**config.mk**
```make
export PLATFORM = sky130hd
export DESIGN_NAME = pc_seq_flat
export DESIGN_NICKNAME = d
export VERILOG_FILES = /design/src/rtl/pc_seq_if.sv /design/src/rtl/pc_seq.sv /design/src/flat_wrapper.sv
export SDC_FILE = /design/constraint.sdc
export NUM_CORES = 1
export LEC_CHECK = 0
export CORE_UTILIZATION = 52
export DETAILED_ROUTE_END_ITERATION = 10
export PLACE_DENSITY = 0.77
export SYNTH_ARGS = -nofsm -noshare
export SYNTH_HDL_FRONTEND = slang
export SYNTH_SLANG_ARGS = --single-unit
```
**constraint.sdc**
```tcl
create_clock -name clk -period 3.04 [get_ports clk]
set_clock_uncertainty 0.1 [all_clocks]
set_input_delay 0.456 -clock clk [delete_from_list [all_inputs] [get_ports clk]]
set_output_delay 0.456 -clock clk [all_outputs]
set_load 0.005 [all_outputs]
```
**src/rtl/pc_seq_if.sv**
```systemverilog
// pc_seq_if: groups the fetch-control inputs and PC/stack status outputs of
// the program-counter sequencer into a single bundle.
//   master modport: drives stall/jump/branch/call/ret controls, next, offset;
//                   observes PC_counter, halted, ras_empty, ras_full, ras_err.
//   slave modport : the sequencer side (mirror of master).
// Clock and reset are kept as plain ports on the sequencer.
interface pc_seq_if #(
    parameter int PC_W  = 16,
    parameter int OFF_W = 9
);
    logic             stall;
    logic             jump_flag;
    logic             branch_flag;
    logic             call_flag;
    logic             ret_flag;
    logic [PC_W-1:0]  next;
    logic [OFF_W-1:0] offset;
    logic [PC_W-1:0]  PC_counter;
    logic             halted;
    logic             ras_empty;
    logic             ras_full;
    logic             ras_err;

    modport master (
        output stall, jump_flag, branch_flag, call_flag, ret_flag, next, offset,
        input  PC_counter, halted, ras_empty, ras_full, ras_err
    );

    modport slave (
        input  stall, jump_flag, branch_flag, call_flag, ret_flag, next, offset,
        output PC_counter, halted, ras_empty, ras_full, ras_err
    );
endinterface

```
**src/rtl/pc_seq.sv**
```systemverilog
// pc_seq: program-counter sequencer for the instruction-fetch stage.
// Supports increment, absolute jump, PC-relative branch and call/return via a
// small return-address stack (RAS). The PC saturates at LIMIT and parks there.
// Ports:
//   clk        : rising-edge clock
//   pc_reset_n : asynchronous active-low reset
//   bus        : pc_seq_if slave modport (controls in, PC/stack status out)
// Per-cycle priority: stall > ret > call > jump > branch > increment.
module pc_seq #(
    parameter int PC_W       = 16,
    parameter int OFF_W      = 9,
    parameter int LIMIT      = 27,
    parameter int RAS_DEPTH  = 4,
    parameter int RESET_ADDR = 0
) (
    input  logic     clk,
    input  logic     pc_reset_n,
    pc_seq_if.slave  bus
);
    // Two extra bits so PC + signed offset never wraps before clamping.
    localparam int SW    = PC_W + 2;
    localparam int CNT_W = $clog2(RAS_DEPTH + 1);
    localparam logic signed [SW-1:0] ZERO_S  = '0;
    localparam logic signed [SW-1:0] ONE_S   = SW'(1);
    localparam logic signed [SW-1:0] LIMIT_S = SW'(LIMIT);

    // Saturate a wide signed target into [0, LIMIT].
    function automatic logic [PC_W-1:0] clamp(input logic signed [SW-1:0] t);
        logic [PC_W-1:0] r;
        if (t < ZERO_S) begin
            r = '0;
        end else if (t > LIMIT_S) begin
            r = PC_W'(LIMIT);
        end else begin
            r = t[PC_W-1:0];
        end
        return r;
    endfunction

    logic [PC_W-1:0]  pc_q, pc_d;
    logic [CNT_W-1:0] cnt_q, cnt_d;
    logic             err_q, err_d;
    logic [PC_W-1:0]  ras_q [RAS_DEPTH];

    logic signed [SW-1:0] pc_wide_s;
    logic signed [SW-1:0] off_ext_s;
    logic [PC_W-1:0]      ret_addr_s;
    logic [PC_W-1:0]      next_clamped_s;
    logic [PC_W-1:0]      branch_tgt_s;
    logic [PC_W-1:0]      top_s;
    logic                 push_s;
    logic                 empty_s;
    logic                 full_s;

    assign empty_s = (cnt_q == CNT_W'(0));
    assign full_s  = (cnt_q == CNT_W'(RAS_DEPTH));

    // Target arithmetic shared by increment, call, jump and branch.
    always_comb begin
        pc_wide_s      = $signed({2'b00, pc_q});
        off_ext_s      = $signed({{(SW-OFF_W){bus.offset[OFF_W-1]}}, bus.offset});
        ret_addr_s     = clamp(pc_wide_s + ONE_S);
        next_clamped_s = clamp($signed({2'b00, bus.next}));
        branch_tgt_s   = clamp(pc_wide_s + off_ext_s);
    end

    // Top-of-stack read: entry cnt_q-1 holds the most recent return address.
    always_comb begin
        top_s = '0;
        for (int i = 0; i < RAS_DEPTH; i++) begin
            if (cnt_q == CNT_W'(i + 1)) begin
                top_s = ras_q[i];
            end else begin
                top_s = top_s;
            end
        end
    end

    // Next-state selection following the fixed action priority.
    always_comb begin
        pc_d   = pc_q;
        cnt_d  = cnt_q;
        err_d  = err_q;
        push_s = 1'b0;
        if (bus.stall) begin
            pc_d = pc_q;
        end else if (bus.ret_flag) begin
            if (!empty_s) begin
                pc_d  = top_s;
                cnt_d = cnt_q - CNT_W'(1);
            end else begin
                err_d = 1'b1;
            end
        end else if (bus.call_flag) begin
            // The jump is taken even when the stack is full; only the push is lost.
            pc_d = next_clamped_s;
            if (full_s) begin
                err_d = 1'b1;
            end else begin
                push_s = 1'b1;
                cnt_d  = cnt_q + CNT_W'(1);
            end
        end else if (bus.jump_flag) begin
            pc_d = next_clamped_s;
        end else if (bus.branch_flag) begin
            pc_d = branch_tgt_s;
        end else begin
            pc_d = ret_addr_s;
        end
    end

    // PC, stack count and sticky error registers.
    always_ff @(posedge clk or negedge pc_reset_n) begin
        if (!pc_reset_n) begin
            pc_q  <= PC_W'(RESET_ADDR);
            cnt_q <= '0;
            err_q <= 1'b0;
        end else begin
            pc_q  <= pc_d;
            cnt_q <= cnt_d;
            err_q <= err_d;
        end
    end

    // Return-address stack storage; a push writes at the current count.
    always_ff @(posedge clk or negedge pc_reset_n) begin
        if (!pc_reset_n) begin
            for (int i = 0; i < RAS_DEPTH; i++) begin
                ras_q[i] <= '0;
            end
        end else begin
            for (int i = 0; i < RAS_DEPTH; i++) begin
                if (push_s && (cnt_q == CNT_W'(i))) begin
                    ras_q[i] <= ret_addr_s;
                end
            end
        end
    end

    assign bus.PC_counter = pc_q;
    assign bus.halted     = (pc_q == PC_W'(LIMIT));
    assign bus.ras_empty  = empty_s;
    assign bus.ras_full   = full_s;
    assign bus.ras_err    = err_q;
endmodule
```
**src/flat_wrapper.sv**
```systemverilog
// flat-port wrapper written by rule: the top's interface ports become plain ports
module pc_seq_flat 
#(
    parameter int PC_W       = 16,
    parameter int OFF_W      = 9,
    parameter int LIMIT      = 27,
    parameter int RAS_DEPTH  = 4,
    parameter int RESET_ADDR = 0
)
  (clk, pc_reset_n, bus_stall, bus_jump_flag, bus_branch_flag, bus_call_flag, bus_ret_flag, bus_next, bus_offset, bus_PC_counter, bus_halted, bus_ras_empty, bus_ras_full, bus_ras_err);
  pc_seq_if #(.PC_W(PC_W), .OFF_W(OFF_W)) bus_i ();
  input  logic clk;
  input  logic pc_reset_n;
  input wire logic [$bits(bus_i.stall)-1:0] bus_stall;
  input wire logic [$bits(bus_i.jump_flag)-1:0] bus_jump_flag;
  input wire logic [$bits(bus_i.branch_flag)-1:0] bus_branch_flag;
  input wire logic [$bits(bus_i.call_flag)-1:0] bus_call_flag;
  input wire logic [$bits(bus_i.ret_flag)-1:0] bus_ret_flag;
  input wire logic [$bits(bus_i.next)-1:0] bus_next;
  input wire logic [$bits(bus_i.offset)-1:0] bus_offset;
  output wire logic [$bits(bus_i.PC_counter)-1:0] bus_PC_counter;
  output wire logic [$bits(bus_i.halted)-1:0] bus_halted;
  output wire logic [$bits(bus_i.ras_empty)-1:0] bus_ras_empty;
  output wire logic [$bits(bus_i.ras_full)-1:0] bus_ras_full;
  output wire logic [$bits(bus_i.ras_err)-1:0] bus_ras_err;
  assign bus_i.stall = bus_stall;
  assign bus_i.jump_flag = bus_jump_flag;
  assign bus_i.branch_flag = bus_branch_flag;
  assign bus_i.call_flag = bus_call_flag;
  assign bus_i.ret_flag = bus_ret_flag;
  assign bus_i.next = bus_next;
  assign bus_i.offset = bus_offset;
  assign bus_PC_counter = bus_i.PC_counter;
  assign bus_halted = bus_i.halted;
  assign bus_ras_empty = bus_i.ras_empty;
  assign bus_ras_full = bus_i.ras_full;
  assign bus_ras_err = bus_i.ras_err;
  pc_seq #(.PC_W(PC_W), .OFF_W(OFF_W), .LIMIT(LIMIT), .RAS_DEPTH(RAS_DEPTH), .RESET_ADDR(RESET_ADDR)) u_core (.clk(clk), .pc_reset_n(pc_reset_n), .bus(bus_i));
endmodule
```
==> summary.txt <==
Outcome
  – Status: finished clean

STA
  – Fin crit share: between 90% and 100%
  – Min Tclk post-route: 2.94 ns
  – Slew Viols, Final: 0
  – Setup tns final: 0 ns
  – Setup ws final: around 0.10 ns
  – Final hold violation count: 0
  – Minimum hold slack: 0.161 ns
  – FMAX: 340 MHz
  – Final setup violation count: 0
  – Worst-Margin Slew: 1.02 ns
  – Slew headroom: 32.1%

Synth
  – Synth async-reset ratio: 100%
  – Net Count, Synth: 602
  – Synth cell types: 69
  – Synth Register Bits: between 80 and 90
  – EDFF count, synth: 0
  – Ys flop type: dfrtp_1
  – Post-synthesis sequential area ratio: 41.5%
  – Avg Cell Area, Syn: slightly above 9 um2
  – Mapped Area: 5070 um2
  – Gate Count Post-Synth: 544
  – Yosys warns: 0

Clocking
  – Hold_buf cts: 0
  – Num CTS Buffers: 9
  – H-tree depth reported by CTS: 3
  – Clock transition at the registers of the reported paths: 0.10 ns
  – Clock tree root buffer cell: clkbuf_8
  – CTS tree: yes
  – Clk buf depth: 2
  – Clk sinks: 84
  – Worst-Skew Late Latency: 0.37 ns

Die
  – Core Region: about 9300 um2
  – Die width: 101 um
  – Row count: 35
  – Die Height: 101 um
  – Num ports: 52
  – Die footprint: between 10000 and 15000 um2
  – Starting Density: about 54%

Route
  – Post-DR wirelength/cell: 17.1 um
  – Routed length on met2: 6500 um
  – Pre-antenna DRT Iters: 5
  – Metal-1 WL: around 5800 um
  – Iter 0 DRT Violations: 230
  – Vias: about 4500
  – WL met3: 623 um
  – Vias per cell: 5.87
  – Max Used Layer: met4
  – Final routed DRC violation total: 0
  – WL final: 13100 um
  – Final antenna-violating net count: 0

GRT
  – Vias in the first global route: 4461
  – Initial antenna violation count: 0
  – Total GRT Usage: 27.2%
  – Aggregate global routing overflow: 0
  – First-pass GRT wire length: 21300 um
  – Largest net degree at the start of global routing: 85

Place
  – DP HPWL: 9690 um
  – Pre-CTS setup slack: -0.433 ns
  – Placed cell count: 749
  – PortBufs: 51
  – Placer Congestion: 0.889
  – Placed cell areas: 6020 um2

Hold path
  – Worst hold path type: input pin to async pin

Critical path
  – Worst EP arrival: 3.07 ns
  – CP endpoint kind: flip-flop
  – Worst r2r path cells: 11
  – Crit-path slowest cell: dfrtp_1
  – WP data required: 3.17 ns
  – Crit-path max cell delay: about 0.4 ns
  – Critical path, cell by cell: ha_2 > fa_2 > a21o_1 > and4_4 > nor4_4 > o21ai_2 > a2111oi_2 > nand4_1 > nor3_4 > buf_6 > a221oi_2
  – Crit Path Class: flip-flop to flip-flop
  – Max FO, Critical Path: 5
  – Startpoint types: flip-flop

Pwr
  – Sequential group share of total power: 36.5%
  – Final Power: 3.88 mW
  – P_int: 2.32 mW
  – NetSw: 1.56 mW
  – Clock share of power: 20.8%
  – Leakage: about 2.8 nW
  – P per Cell Area: around 600 nW/um2
  – Max IR drop VDD: 0.446 mV
  – Comb power frac: 42.7%
  – Switch share: 40.2%

Finish
  – Multi-input logic area: 2860 um2
  – Final core occ: 67.6%
  – Final nets: 691
  – Sequential cell area: 2100 um2
  – Antenna cell count: 0
  – Share of cells above drive strength 1: about 16%
  – Final cell count without fillers: 767
  – Filler instances: 743
  – Final instance area: 6300 um2
  – Synthesis-to-layout area growth: 24.4%

Run
  – Max-cap violation count: 0
[cell usage after synthesis, drive strengths merged (12+ instances only)]
master   n  share of area, %
a22oi   12               1.8
nor2    29               2.1
inv     17               1.3
dfrtp   84                41
o21ai   54               5.3
xnor2   13               2.2
and2    47               5.8
a21oi   29               3.0
ha      25               6.2
nand2   52               3.9
clkbuf  22               1.6
[registers in the layout (all words and copies together), names as in the netlist]
name and flops:
u_core.bus.PC_counter 16, u_core.bus.ras_err 1, u_core.cnt_q 3, u_core.ras_q 64
[final timing paths]
path / start / endpoint / slack, ns
setup / recovery: u_core.bus.PC_counter[0] / u_core.bus.PC_counter[0] / 0.10
hold reg to reg: u_core.ras_q[20] / u_core.ras_q[20] / 0.39
min in group clk: u_core.ras_q[20] / u_core.ras_q[20] / 0.39
hold / removal: pc_reset_n / u_core.bus.ras_err / 0.16
setup reg to reg: u_core.bus.PC_counter[0] / u_core.bus.PC_counter[0] / 0.10
max in group asynchronous: pc_reset_n / u_core.bus.PC_counter[6] / 2.03
[critical path, delay by kind of cell (launching register included)]
kind / cells / cell delay (ns)
fa+ha+maj: 2 / 0.58
simple gates: 4 / 0.83
compound gates: 4 / 0.75
flops: 1 / 0.40
buf+inv: 1 / 0.15
[layer usage]
layer | track usage, % | vias to the layer above
met5 | 0 | -
met3 | 4.23 | 18
met2 | 47.2 | 114
li1 | - | 2163
met1 | 35.0 | 2204
met4 | 8.70 | 0
[cell usage in the layout (no fill, tap or decap), types with 12 or more instances in the layout]
cell type / Yosys / routed
dfrtp_1: 84 / 84
buf_4: 1 / 53
nand2_1: 51 / 51
o21ai_0: 51 / 49
clkdlybuf4s50_1: 0 / 48
and2_1: 47 / 47
nor2_1: 29 / 29
a21oi_1: 27 / 27
ha_1: 25 / 24
inv_1: 17 / 17
xnor2_1: 13 / 13
a22oi_1: 12 / 12
[final cells by class]
cell class	instances	share of cell area (%)
Clock buffer	9	1.96
Multi-Input combinational cell	417	45.4
Clock inverter	7	1.25
Sequential cell	84	33.3
Timing Repair Buffer	104	14.5
Tap cell	129	2.56
Inverter	17	1.01
[power groups by stage]
stage          clock (mW)  sequential (mW)  combinational [mW]
2_1_floorplan           0             1.41               0.980
3_3_place_gp            0             1.43                1.55
6_report            0.806             1.42                1.66
5_1_grt             0.863             1.44                1.83
4_1_cts             0.821             1.42                1.62
3_5_place_dp            0             1.44                1.60
[timing repair]
item,CTS,global route
hold endpoints to repair,0,0
setup endpoints to repair,5,6
pin swaps,2,12
gates cloned,0,0
gates resized for setup,2,15
setup buffers,1,2
[kinds of logic after synthesis]
group	Yosys count	synth area share (%)
xor gates and xnor gates	17	2.94
buffers and inverters	43	3.31
DFF	84	41.5
and+or+nand+nor	201	21.9
adders and majority gates	26	6.57
muxes	5	1.06
AOI/OAI and AO/OA	168	22.7
Note: power is estimated with default switching activity, not from simulation.
